`config.mk`:
```
export PLATFORM = sky130hd
export DESIGN_NAME = instr_fetch
export DESIGN_NICKNAME = d
export VERILOG_FILES = /design/src/rtl/instr_fetch.sv
export SDC_FILE = /design/constraint.sdc
export NUM_CORES = 1
export LEC_CHECK = 0
export CAP_MARGIN = 5
export CELL_PAD_IN_SITES_DETAIL_PLACEMENT = 1
export CELL_PAD_IN_SITES_GLOBAL_PLACEMENT = 1
export CORE_AREA = 10 10 92 94
export CTS_BUF_LIST = sky130_fd_sc_hd__clkbuf_4
export DETAILED_ROUTE_END_ITERATION = 16
export DIE_AREA = 0 0 102 104
export PLACE_DENSITY = 0.87
export SLEW_MARGIN = 10
export SYNTH_ARGS = -nofsm -noshare
export SYNTH_HDL_FRONTEND = slang
export SYNTH_SLANG_ARGS = --single-unit
```
`constraint.sdc`:
```
create_clock -name clk -period 1.7 [get_ports clk]
set_input_delay 0.34 -clock clk [delete_from_list [all_inputs] [get_ports clk]]
set_output_delay 0.34 -clock clk [all_outputs]
set_load 0.005 [all_outputs]
```
`src/rtl/instr_fetch.sv`:
```
// instr_fetch: macro-instruction fetch stage feeding the microprogram
// address generator. Owns PC and IR, reads one instruction byte from program
// memory over a req/ack handshake, and turns the opcode nibble into a
// microprogram entry address announced with a one-cycle entry_valid pulse.
// Optional feature: define INSTR_FETCH_PREFETCH_EN to add a one-entry,
// address-tagged prefetch buffer that is filled after every decode.
module instr_fetch #(
  parameter logic [7:0] ENTRY_BASE  = 8'h10,
  parameter int         ENTRY_SHIFT = 2,
  parameter int         TIMEOUT     = 15
) (
  input  logic       clk,
  input  logic       rst,
  input  logic       run,
  input  logic       fetch_req,
  input  logic       pc_ld,
  input  logic [7:0] pc_in,
  output logic [7:0] mem_addr,
  output logic       mem_rd,
  input  logic [7:0] mem_data,
  input  logic       mem_ack,
  output logic [7:0] ir,
  output logic [7:0] pc_out,
  output logic [7:0] entry_addr,
  output logic       entry_valid,
  output logic       busy,
  output logic       fault
);

`ifdef INSTR_FETCH_PREFETCH_EN
  typedef enum logic [2:0] {
    S_IDLE, S_REQ, S_DECODE, S_FAULT, S_PREFETCH
  } state_t;
`else
  typedef enum logic [1:0] {
    S_IDLE, S_REQ, S_DECODE, S_FAULT
  } state_t;
`endif

  // Last counter value before a missing ack is declared a timeout.
  localparam logic [7:0] TIMEOUT_LAST = 8'(TIMEOUT - 1);

  state_t     state_q, state_d;
  logic [7:0] pc_q, pc_d;
  logic [7:0] ir_q, ir_d;
  logic [7:0] entry_addr_q, entry_addr_d;
  logic       entry_valid_q, entry_valid_d;
  logic       mem_rd_q, mem_rd_d;
  logic [7:0] mem_addr_q, mem_addr_d;
  logic       fault_q, fault_d;
  logic [7:0] cnt_q, cnt_d;
  // A fetch request that arrived together with a jump (or during prefetch).
  logic       pending_q, pending_d;

  logic [7:0] opcode_ext;
  logic [7:0] entry_calc;
  logic       pbuf_hit;

`ifdef INSTR_FETCH_PREFETCH_EN
  logic [7:0] pbuf_q, pbuf_d;
  logic [7:0] ptag_q, ptag_d;
  logic       pvalid_q, pvalid_d;
  assign pbuf_hit = pvalid_q && (ptag_q == pc_q);
`else
  assign pbuf_hit = 1'b0;
`endif

  // Entry address: base plus opcode times microwords-per-opcode, mod 256.
  assign opcode_ext = {4'h0, ir_q[7:4]};
  assign entry_calc = ENTRY_BASE + (opcode_ext << ENTRY_SHIFT);

  // Next-state and next-register values for every FSM state.
  always_comb begin
    // NOTE: every signal written here gets a default first so no latch is
    // inferred on paths that do not assign it.
    state_d       = state_q;
    pc_d          = pc_q;
    ir_d          = ir_q;
    entry_addr_d  = entry_addr_q;
    entry_valid_d = 1'b0;
    mem_rd_d      = mem_rd_q;
    mem_addr_d    = mem_addr_q;
    fault_d       = fault_q;
    cnt_d         = cnt_q;
    pending_d     = pending_q;
`ifdef INSTR_FETCH_PREFETCH_EN
    pbuf_d        = pbuf_q;
    ptag_d        = ptag_q;
    pvalid_d      = pvalid_q;
`endif

    case (state_q)
      S_IDLE: begin
        if (pc_ld) begin
          // Jump wins; a simultaneous request starts from the new PC.
          pc_d      = pc_in;
          pending_d = pending_q | fetch_req;
`ifdef INSTR_FETCH_PREFETCH_EN
          pvalid_d  = 1'b0;
`endif
        end else if (fetch_req || pending_q) begin
          pending_d = 1'b0;
          if (pbuf_hit) begin
`ifdef INSTR_FETCH_PREFETCH_EN
            ir_d     = pbuf_q;
            pvalid_d = 1'b0;
`endif
            pc_d    = pc_q + 8'd1;
            state_d = S_DECODE;
          end else begin
            mem_rd_d   = 1'b1;
            mem_addr_d = pc_q;
            cnt_d      = 8'd0;
            state_d    = S_REQ;
          end
        end
      end

      S_REQ: begin
        if (mem_ack) begin
          ir_d     = mem_data;
          pc_d     = pc_q + 8'd1;
          mem_rd_d = 1'b0;
          state_d  = S_DECODE;
        end else if (cnt_q == TIMEOUT_LAST) begin
          mem_rd_d = 1'b0;
          fault_d  = 1'b1;
          state_d  = S_FAULT;
        end else begin
          cnt_d = cnt_q + 8'd1;
        end
      end

      S_DECODE: begin
        entry_addr_d  = entry_calc;
        entry_valid_d = 1'b1;
`ifdef INSTR_FETCH_PREFETCH_EN
        mem_rd_d      = 1'b1;
        mem_addr_d    = pc_q;
        cnt_d         = 8'd0;
        state_d       = S_PREFETCH;
`else
        state_d       = S_IDLE;
`endif
      end

      S_FAULT: begin
        if (pc_ld) begin
          pc_d    = pc_in;
          fault_d = 1'b0;
          state_d = S_IDLE;
`ifdef INSTR_FETCH_PREFETCH_EN
          pvalid_d = 1'b0;
`endif
        end
      end

`ifdef INSTR_FETCH_PREFETCH_EN
      S_PREFETCH: begin
        if (pc_ld) begin
          mem_rd_d  = 1'b0;
          pc_d      = pc_in;
          pvalid_d  = 1'b0;
          pending_d = pending_q | fetch_req;
          state_d   = S_IDLE;
        end else begin
          if (fetch_req) pending_d = 1'b1;
          if (mem_ack) begin
            pbuf_d   = mem_data;
            ptag_d   = mem_addr_q;
            pvalid_d = 1'b1;
            mem_rd_d = 1'b0;
            state_d  = S_IDLE;
          end else if (cnt_q == TIMEOUT_LAST) begin
            // A failed prefetch is harmless: no fault, just no buffer.
            mem_rd_d = 1'b0;
            pvalid_d = 1'b0;
            state_d  = S_IDLE;
          end else begin
            cnt_d = cnt_q + 8'd1;
          end
        end
      end
`endif

      default: state_d = S_IDLE;
    endcase
  end

  // State register; frozen while run is low.
  always_ff @(posedge clk or negedge rst) begin
    if (!rst) begin
      state_q <= S_IDLE;
    end else if (run) begin
      // NOTE: clocked state uses non-blocking assignments so every register
      // samples pre-edge values regardless of statement order.
      state_q <= state_d;
    end
  end

  // Datapath registers; frozen while run is low.
  always_ff @(posedge clk or negedge rst) begin
    if (!rst) begin
      pc_q          <= 8'h00;
      ir_q          <= 8'h00;
      entry_addr_q  <= 8'h00;
      entry_valid_q <= 1'b0;
      mem_rd_q      <= 1'b0;
      mem_addr_q    <= 8'h00;
      fault_q       <= 1'b0;
      cnt_q         <= 8'd0;
      pending_q     <= 1'b0;
`ifdef INSTR_FETCH_PREFETCH_EN
      // NOTE: the buffer byte and tag are reset along with pvalid; it is one
      // register, not a memory array, so the reset costs nothing.
      pbuf_q        <= 8'h00;
      ptag_q        <= 8'h00;
      pvalid_q      <= 1'b0;
`endif
    end else if (run) begin
      pc_q          <= pc_d;
      ir_q          <= ir_d;
      entry_addr_q  <= entry_addr_d;
      entry_valid_q <= entry_valid_d;
      mem_rd_q      <= mem_rd_d;
      mem_addr_q    <= mem_addr_d;
      fault_q       <= fault_d;
      cnt_q         <= cnt_d;
      pending_q     <= pending_d;
`ifdef INSTR_FETCH_PREFETCH_EN
      pbuf_q        <= pbuf_d;
      ptag_q        <= ptag_d;
      pvalid_q      <= pvalid_d;
`endif
    end
  end

  assign mem_addr    = mem_addr_q;
  assign mem_rd      = mem_rd_q;
  assign ir          = ir_q;
  assign pc_out      = pc_q;
  assign entry_addr  = entry_addr_q;
  assign entry_valid = entry_valid_q;
  assign fault       = fault_q;
  assign busy        = (state_q != S_IDLE);

endmodule

```
== After elaboration in Yosys (flattened, before gate mapping) ==
Index checks and enable logic that the tools add are counted.
W data, S select, Z words.

* Input port bits: 22
* Register bits after elaboration: 46
* Output and inout bits: 36
* Logic and storage cells: 71

* Muxes and demuxes: 26
* Reduce and logical (&&, ||, !) cells: 17
* Eq/ne operators: 13
* Bitwise operators: 2
* Add/sub/neg operators: 3

{| class="wikitable"
|+ Operators with widths
! kind !! count
|-
| $mux W8 || 6
|-
| $pmux W8 S2 || 2
|-
| $add A8 B1 Y8 const B || 2
|-
| $reduce_and A5 Y1 || 3
|-
| $ne A2 B2 Y1 const B || 7
|-
| $mux W1 || 10
|-
| $mux W2 || 5
|-
| $reduce_bool A2 Y1 || 5
|-
| $eq A8 B4 Y1 const B || 1
|-
| $pmux W2 S4 || 1
|-
| $reduce_and A4 Y1 || 2
|-
| $add A5 B6 Y7 const A || 1
|-
| $reduce_and A3 Y1 || 2
|-
| $reduce_and A6 Y1 || 1
|-
| $eq A2 B2 Y1 const B || 2
|-
| $pmux W1 S2 || 2
|-
| $ne A3 B3 Y1 const B || 1
|-
| $eq A2 B1 Y1 const B || 1
|-
| $logic_not A2 Y1 || 1
|-
| $ne A2 B1 Y1 const B || 1
|-
| $reduce_and A2 Y1 || 1
|-
| $reduce_or A2 Y1 || 1
|-
| $logic_or A1 B1 Y1 || 1
|-
| $not A1 Y1 || 1
|-
| $or A1 B1 Y1 || 1
|}

== Logic depth before layout (Yosys ltp) ==
Gate-level depths: netlist of the first run.

* Depth in word-level cells: 4
* Gate-level depth with buffers: 8
* Gate-level depth less buffers: 6

== Least setup slack after synthesis of the first run ==
No wires, ideal clock.

* Path type: flip-flop to flip-flop
* From: reg state_q[0]
* To: reg cnt_q[6]
* Path slack: 0.025 ns
* Data required time: 1.631 ns
* Stages on the path, launching flop included: 9
* Buffers on the path: 2
* Arrival time: 1.606 ns
* Clock period less this slack: 1.675 ns
* Library setup time: 0.069 ns
* Cell sequence: dfrtp_1 -> inv_1 -> ha_1 -> clkbuf_2 -> o21ai_1 -> a21o_1 -> buf_2 -> or4_1 -> nand3_1

* Word-level cells in the longest chain between the ends: 3
* Elaborated cells between the ends (all ways): 9
* Those cells by class: eq/ne: 5; mux: 1; reduce/logical: 3

{| class="wikitable"
|+ RTL lines
! element !! line !! RTL
|-
| start, declared || 43 || <nowiki>state_t state_q, state_d;</nowiki>
|-
| start signal, assigned || 197 || <nowiki>state_q <= state_d;</nowiki>
|-
| $eq A2 B1 Y1 / $logic_not A2 Y1 (equally long branches) || 92 || <nowiki>case (state_q)</nowiki>
|-
| $ne A2 B2 Y1 (no line) / $reduce_bool A2 Y1 (equally long branches) || n/a ||
|-
| $reduce_and A6 Y1 (no line) || n/a ||
|-
| end signal, assigned || 228 || <nowiki>cnt_q <= cnt_d;</nowiki>
|-
| end, declared || 51 || <nowiki>logic [7:0] cnt_q, cnt_d;</nowiki>
|}

Several ways; a longest one is shown, not always the timed one.
A chain may end at the register's enable or synchronous reset.

== Final worst setup path of the first run ==
* From: reg cnt_q[0]
* To: reg cnt_q[1]

* Word-level cells in the longest chain between the ends: 4
* Elaborated cells between the ends (all ways): 7
* Those cells by class: add/sub: 1; eq/ne: 2; mux: 3; reduce/logical: 1

{| class="wikitable"
|+ RTL lines
! element !! line !! RTL
|-
| $add A8 B1 Y8 || 130 || <nowiki>cnt_d = cnt_q + 8'd1;</nowiki>
|-
| $mux W8 || 125 || <nowiki>end else if (cnt_q == TIMEOUT_LAST) begin</nowiki>
|-
| $mux W8 || 120 || <nowiki>if (mem_ack) begin</nowiki>
|-
| $pmux W8 S2 || 92 ||
|}

Several ways; a longest one is shown, not always the timed one. The select of a mux whose other input is x is not followed.

==> results of run 1 <==
[layer usage]
layer	global-route usage	part of all wire	up-vias
met2	0.226	0.51	50
met3	0.0691	0.079	4
met5	0	0	-
li1	-	-	954
met1	0.154	0.41	1055
met4	0.0131	0.0043	0
[layout make-up]
type                            count  area share
Timing Repair Buffer               97       0.275
Tap cell                           80      0.0296
Multi-Input combinational cell    146       0.338
Inverter                           11      0.0129
Clock buffer                        5      0.0111
Clock inverter                      3      0.0141
Sequential cell                    43       0.319
[synthesized netlist by cell type (2+ instances only)]
master,instances,area share
o211ai_1,2,0.0067
a21o_1,2,0.0067
o41ai_1,2,0.0078
o22ai_1,2,0.0056
o211a_1,2,0.0089
nand3_1,16,0.036
dfrtp_1,43,0.48
and3_1,3,0.0084
nand2_1,16,0.027
a21oi_1,13,0.029
nand2b_1,5,0.014
a2bb2oi_1,3,0.012
mux2_2,20,0.10
o31ai_1,2,0.0067
inv_1,11,0.018
buf_2,3,0.0067
buf_4,5,0.017
or4_1,2,0.0067
a31oi_1,5,0.014
mux2i_1,2,0.0089
clkbuf_1,3,0.0050
ha_1,9,0.050
o21ai_0,13,0.029
[how the worst max path moves through the flow]
stage,slack (ns),endpoint,cells past startpoint
global route,-0.03,cnt_q[7],7
global placement,-0.10,cnt_q[6],5
CTS,0.00004,ir[6],1
finish,0.05,cnt_q[1],7
floorplan,0.02,cnt_q[6],8
detailed placement,-0.20,pc_out[7],6
[report_power, final]
| group | switching, mW | internal (mW) |
|---|---|---|
| Clock | 0.390 | 0.318 |
| Combinational | 1.56 | 1.92 |
| Sequential | 0.300 | 1.46 |
| Total | 2.25 | 3.70 |
[through the flow]
step,area [sq um],worst slack (ns)
2_1_floorplan,2250,0.0247
3_3_place_gp,3060,-0.103
3_5_place_dp,3060,-0.196
4_1_cts,3210,0.0000379
5_1_grt,3380,-0.0266
6_report,3380,0.0488
[sequential cells by signal, indices dropped and copies added, names as in the netlist]
register,flops
pc_out,8
entry_addr,5
entry_valid,1
fault,1
ir,8
cnt_q,8
pending_q,1
mem_rd,1
mem_addr,8
state_q,2
[repair_timing]
action	in CTS	in global routing
endpoints found under the hold margin	15	0
buffers inserted	4	7
setup endpoints to repair	11	33
pin swaps	2	4
hold buffers	1	0
resized for setup	11	36
[critical path: cells and delay by family (launching register included)]
family | cells | cell delay, ns
AO/OA/AOI/OAI | 3 | 0.64
flip-flops | 1 | 0.38
buffers and inverters | 2 | 0.20
adder cells (fa/ha/maj) | 1 | 0.19
AND/OR/NAND/NOR | 1 | 0.15
[kinds of logic (layout without fill, tap and decap cells)]
kind of cell | count (synthesis) | count (layout) | synth area share
AND/OR/NAND/NOR | 53 | 53 | 0.130
buffers and inverters | 24 | 116 | 0.0542
other | 1 | 3 | 0.00167
adder cells (fa/ha/maj) | 9 | 9 | 0.0503
AO/OA/AOI/OAI | 59 | 59 | 0.174
multiplexers | 22 | 22 | 0.109
flip-flops | 43 | 43 | 0.480
==> results.sh, run 1 <==
export IMPL_grt_remaining_overflow=0
export IMPL_ant_nets=0
export IMPL_cts_tree="built"
export IMPL_dr_pass1_iters=4
export IMPL_clock_sinks=43
export IMPL_finalCritPeriodShare=0.971
export IMPL_grt_pass1_vias=2299
export IMPL_path_max_fanout=6
export IMPL_io_buffers=54
export IMPL_grt_max_degree=29
export IMPL_maxCapViolations=0
export IMPL_nNetsFinal=335
export IMPL_drtIter0Drc=27
export IMPL_grt_usage=0.135
export IMPL_die_h_um=104
export IMPL_clk_latency_ns=0.37
export IMPL_cp_arrival_ns=1.91
export IMPL_setup_tns_ns=0
export IMPL_seqCellArea_sq_um=1080
export IMPL_yosysSeqAreaShare=0.480
export IMPL_cpPeakStageDelay_ns=0.38
export IMPL_fp_dieW_um=102
export IMPL_final_cell_mix="41 x dfrtp_1, 40 x clkdlybuf4s50_1, 37 x buf_4"
export IMPL_yosys_warnings=0
export IMPL_skew_ns=0.00592
export IMPL_wl_per_cell_um=19.4
export IMPL_area_growth_pct=51.0
export IMPL_criticalPathCategory="flip-flop to flip-flop"
export IMPL_avgSynthCellArea_sq_um=10.6
export IMPL_r2r_start="cnt_q[0]"
export IMPL_dieArea_sq_um=10600
export IMPL_holdWs_ns=0.421
export IMPL_dp_cells=365
export IMPL_fill_cells=746
export IMPL_routed_wl_um=7460
export IMPL_dp_hpwl_um=5370
export IMPL_cts_buffer_depth=2
export IMPL_clock_fmax_mhz=606
export IMPL_gp_congestion=0.830
export IMPL_antenna_found_initial=0
export IMPL_num_vias=2063
export IMPL_root_buffer="clkbuf_4"
export IMPL_drive_above_1_share=0.311
export IMPL_synthFlopType="dfrtp_1"
export IMPL_finalPower_mw=5.94
export IMPL_finalMaxSlewViolations=0
export IMPL_cts_buffers=5
export IMPL_required_ns=1.96
export IMPL_h_tree_depth=2
export IMPL_ioPinCount=58
export IMPL_critPathLaunch="cnt_q[0]"
export IMPL_finalHoldViolations=0
export IMPL_final_common_cell="dfrtp_1"
export IMPL_clkTransAtPathRegs_ns=0.15
export IMPL_vias_per_cell=5.36
export IMPL_outcome="complete, no violations"
export IMPL_cp_cell_sequence="inv_1, ha_1, nor3b_2, buf_4, a21oi_2, a2bb2oi_1, o31ai_1"
export IMPL_reg2reg_to="cnt_q[1]"
export IMPL_ir_drop_v=0.000906
export IMPL_slowest_stage="dfrtp_1"
export IMPL_period_minus_slack_ns=1.65
export IMPL_start_util=0.335
export IMPL_core_area_sq_um=6680
export IMPL_fp_row_count=30
export IMPL_worstSetupStartpointType="flip-flop"
export IMPL_route_detailed_drc=0
export IMPL_power_density_nw_per_um2=1760
export IMPL_synthCells=211
export IMPL_end_kind="flip-flop"
export IMPL_leakage_nw=1.56
export IMPL_insertedDiodeCount=0
export IMPL_multi_input_area_sq_um=1140
export IMPL_r2r_slack_ns=0.05
export IMPL_ys_seq_elements=43
export IMPL_rsz0062_at_grt="yes"
export IMPL_post_route_util=0.506
export IMPL_ys_async_sr_fraction=1.00
export IMPL_synthesis_area_sq_um=2240
export IMPL_hold_path_class="input port to asynchronous set/reset pin"
export IMPL_ys_types=50
export IMPL_setup_viol=0
export IMPL_grt_pass1_wl_um=11800
export IMPL_synth_edf_count=0
export IMPL_r2r_cells=7
export IMPL_fin_cells=385
(Power assumes the default switching activity.)
==> run 2: changes to the inputs <==
--- a/config.mk
+++ b/config.mk
@@ -9,7 +9,7 @@
 export CELL_PAD_IN_SITES_DETAIL_PLACEMENT = 1
 export CELL_PAD_IN_SITES_GLOBAL_PLACEMENT = 1
 export CORE_AREA = 10 10 92 94
-export CTS_BUF_LIST = sky130_fd_sc_hd__clkbuf_4
+export CTS_BUF_LIST = sky130_fd_sc_hd__clkbuf_8
 export DETAILED_ROUTE_END_ITERATION = 16
 export DIE_AREA = 0 0 102 104
 export PLACE_DENSITY = 0.87
==> run 2 against run 1 <==
Sequential share of layout area increased by 0.97 points. First-iteration DRC count rose by 11%. Cell count down 1.8%. Global-route usage shrank 0.22 points. Hold slack gained 0.078 ns. Largest cell class unchanged. Highest routed layer unchanged.
==> results.sh, run 2 (same netlist as run 1, synthesis figures left out) <==
export IMPL_clock_fmax_mhz=602
export IMPL_nNetsFinal=328
export IMPL_dieArea_sq_um=10600
export IMPL_wl_per_cell_um=19.0
export IMPL_fp_row_count=30
export IMPL_cp_depth=1
export IMPL_leakage_nw=1.42
export IMPL_grt_pass1_wl_um=11600
export IMPL_final_common_cell="clkdlybuf4s50_1"
export IMPL_root_buffer="clkbuf_8"
export IMPL_grt_pass1_vias=2303
export IMPL_routed_wl_um=7180
export IMPL_start_util=0.335
export IMPL_required_ns=1.36
export IMPL_r2r_cells=7
export IMPL_post_route_util=0.491
export IMPL_crit_family="buffers and inverters"
export IMPL_cts_buffers=5
export IMPL_die_h_um=104
export IMPL_final_cell_mix="52 x clkdlybuf4s50_1, 42 x dfrtp_1, 32 x buf_4"
export IMPL_ioPinCount=58
export IMPL_end_kind="output pin"
export IMPL_seqCellArea_sq_um=1080
export IMPL_cts_buffer_depth=2
export IMPL_rsz0062_at_grt="yes"
export IMPL_path_max_fanout=6
export IMPL_gp_congestion=0.830
export IMPL_dr_pass1_iters=4
export IMPL_cp_num_buf_inv=1
export IMPL_endpoint="pc_out[0]"
export IMPL_finalCritPeriodShare=0.978
export IMPL_ir_drop_v=0.000852
export IMPL_setup_viol=0
export IMPL_insertedDiodeCount=0
export IMPL_hold_path_class="input port to asynchronous set/reset pin"
export IMPL_grt_usage=0.133
export IMPL_cp_cell_sequence="clkdlybuf4s50_1"
export IMPL_fill_cells=756
export IMPL_holdWs_ns=0.498
export IMPL_grt_max_degree=29
export IMPL_skew_ns=0.00791
export IMPL_clkTransAtPathRegs_ns=0.09
export IMPL_cpPeakStageDelay_ns=0.55
export IMPL_area_growth_pct=46.3
export IMPL_grt_remaining_overflow=0
export IMPL_critPathLaunch="pc_out[0]"
export IMPL_io_buffers=54
export IMPL_period_minus_slack_ns=1.66
export IMPL_finalPower_mw=5.82
export IMPL_num_vias=2013
export IMPL_h_tree_depth=2
export IMPL_clock_sinks=43
export IMPL_r2r_slack_ns=0.04
export IMPL_multi_input_area_sq_um=1110
export IMPL_criticalPathCategory="flip-flop to output pin"
export IMPL_drive_above_1_share=0.268
export IMPL_r2r_start="state_q[1]"
export IMPL_reg2reg_to="pc_out[6]"
export IMPL_drtIter0Drc=30
export IMPL_cp_arrival_ns=1.32
export IMPL_clk_latency_ns=0.30
export IMPL_vias_per_cell=5.33
export IMPL_finalHoldViolations=0
export IMPL_cts_tree="built"
export IMPL_ant_nets=0
export IMPL_worstSetupStartpointType="flip-flop"
export IMPL_power_density_nw_per_um2=1770
export IMPL_route_detailed_drc=0
export IMPL_maxCapViolations=0
export IMPL_outcome="complete, no violations"
export IMPL_core_area_sq_um=6680
export IMPL_finalMaxSlewViolations=0
export IMPL_antenna_found_initial=0
export IMPL_dp_hpwl_um=5370
export IMPL_slowest_stage="clkdlybuf4s50_1"
export IMPL_fp_dieW_um=102
export IMPL_setup_tns_ns=0
==> run 2: cell count changes in the layout (fill, tap and decap cells not counted), moves of 2 or more <==
cell,change
buf_4,-5
clkbuf_4,-5
clkbuf_8,+5
clkdlybuf4s50_1,+12
dlymetal6s2s_1,-12
o21ai_0,+2
o21ai_1,-2
==> run 2: timing repair <==
action                                  CTS  global route
hold buffers                              1             0
endpoints found under the setup margin    9            19
endpoints found under the hold margin    15             0
pin swaps                                 1             4
buffers inserted                          1             3
resized for setup                         8            10
==> run 2: per-stage QoR <==
stage,cell area (sq um),cells,worst slack (ns)
detailed placement,3060,365,-0.196
global route,3280,378,-0.0517
global placement,3060,365,-0.103
CTS,3220,375,0.00570
finish,3280,378,0.0377
floorplan,2250,213,0.0247
==> run 2: where the power goes <==
part	switching (mW)	internal (mW)	leakage, nW
clock network	0.404	0.446	0.0587
logic	1.41	1.76	0.831
registers	0.346	1.46	0.528
==> run 2: area by class of cell <==
class / instances / share of cell area
timing repair buffer: 90 / 0.255
clock buffer: 5 / 0.0210
multi-input combinational: 146 / 0.338
sequential: 43 / 0.328
clock inverter: 3 / 0.0145
tap: 80 / 0.0305
inverter: 11 / 0.0126
==> run 2: worst reg2reg max path, stage by stage (launching register included) <==
cell     delay, ns
dfrtp_1       0.37
inv_2         0.08
buf_4         0.14
ha_1          0.36
buf_6         0.20
nand2_1       0.08
o32ai_1       0.21
a21oi_1       0.10
==> run 2: worst min path at each step <==
| stage | from | slack [ns] | to | cells after the start |
|---|---|---|---|---|
| 4_1_cts | rst | 0.51 | fault | 2 |
| 2_1_floorplan | rst | 0.04 | cnt_q[0] | 0 |
| 3_3_place_gp | rst | 0.30 | fault | 1 |
| 3_5_place_dp | rst | 0.31 | fault | 1 |
| 5_1_grt | rst | 0.53 | fault | 2 |
| 6_report | rst | 0.50 | fault | 2 |
==> run 2: layer usage <==
layer	share of wire	vias to the layer above	GRT usage
li1	-	938	-
met1	0.40	1022	0.147
met3	0.086	2	0.0671
met5	0	-	0
met4	0.0026	0	0.0171
met2	0.51	51	0.225
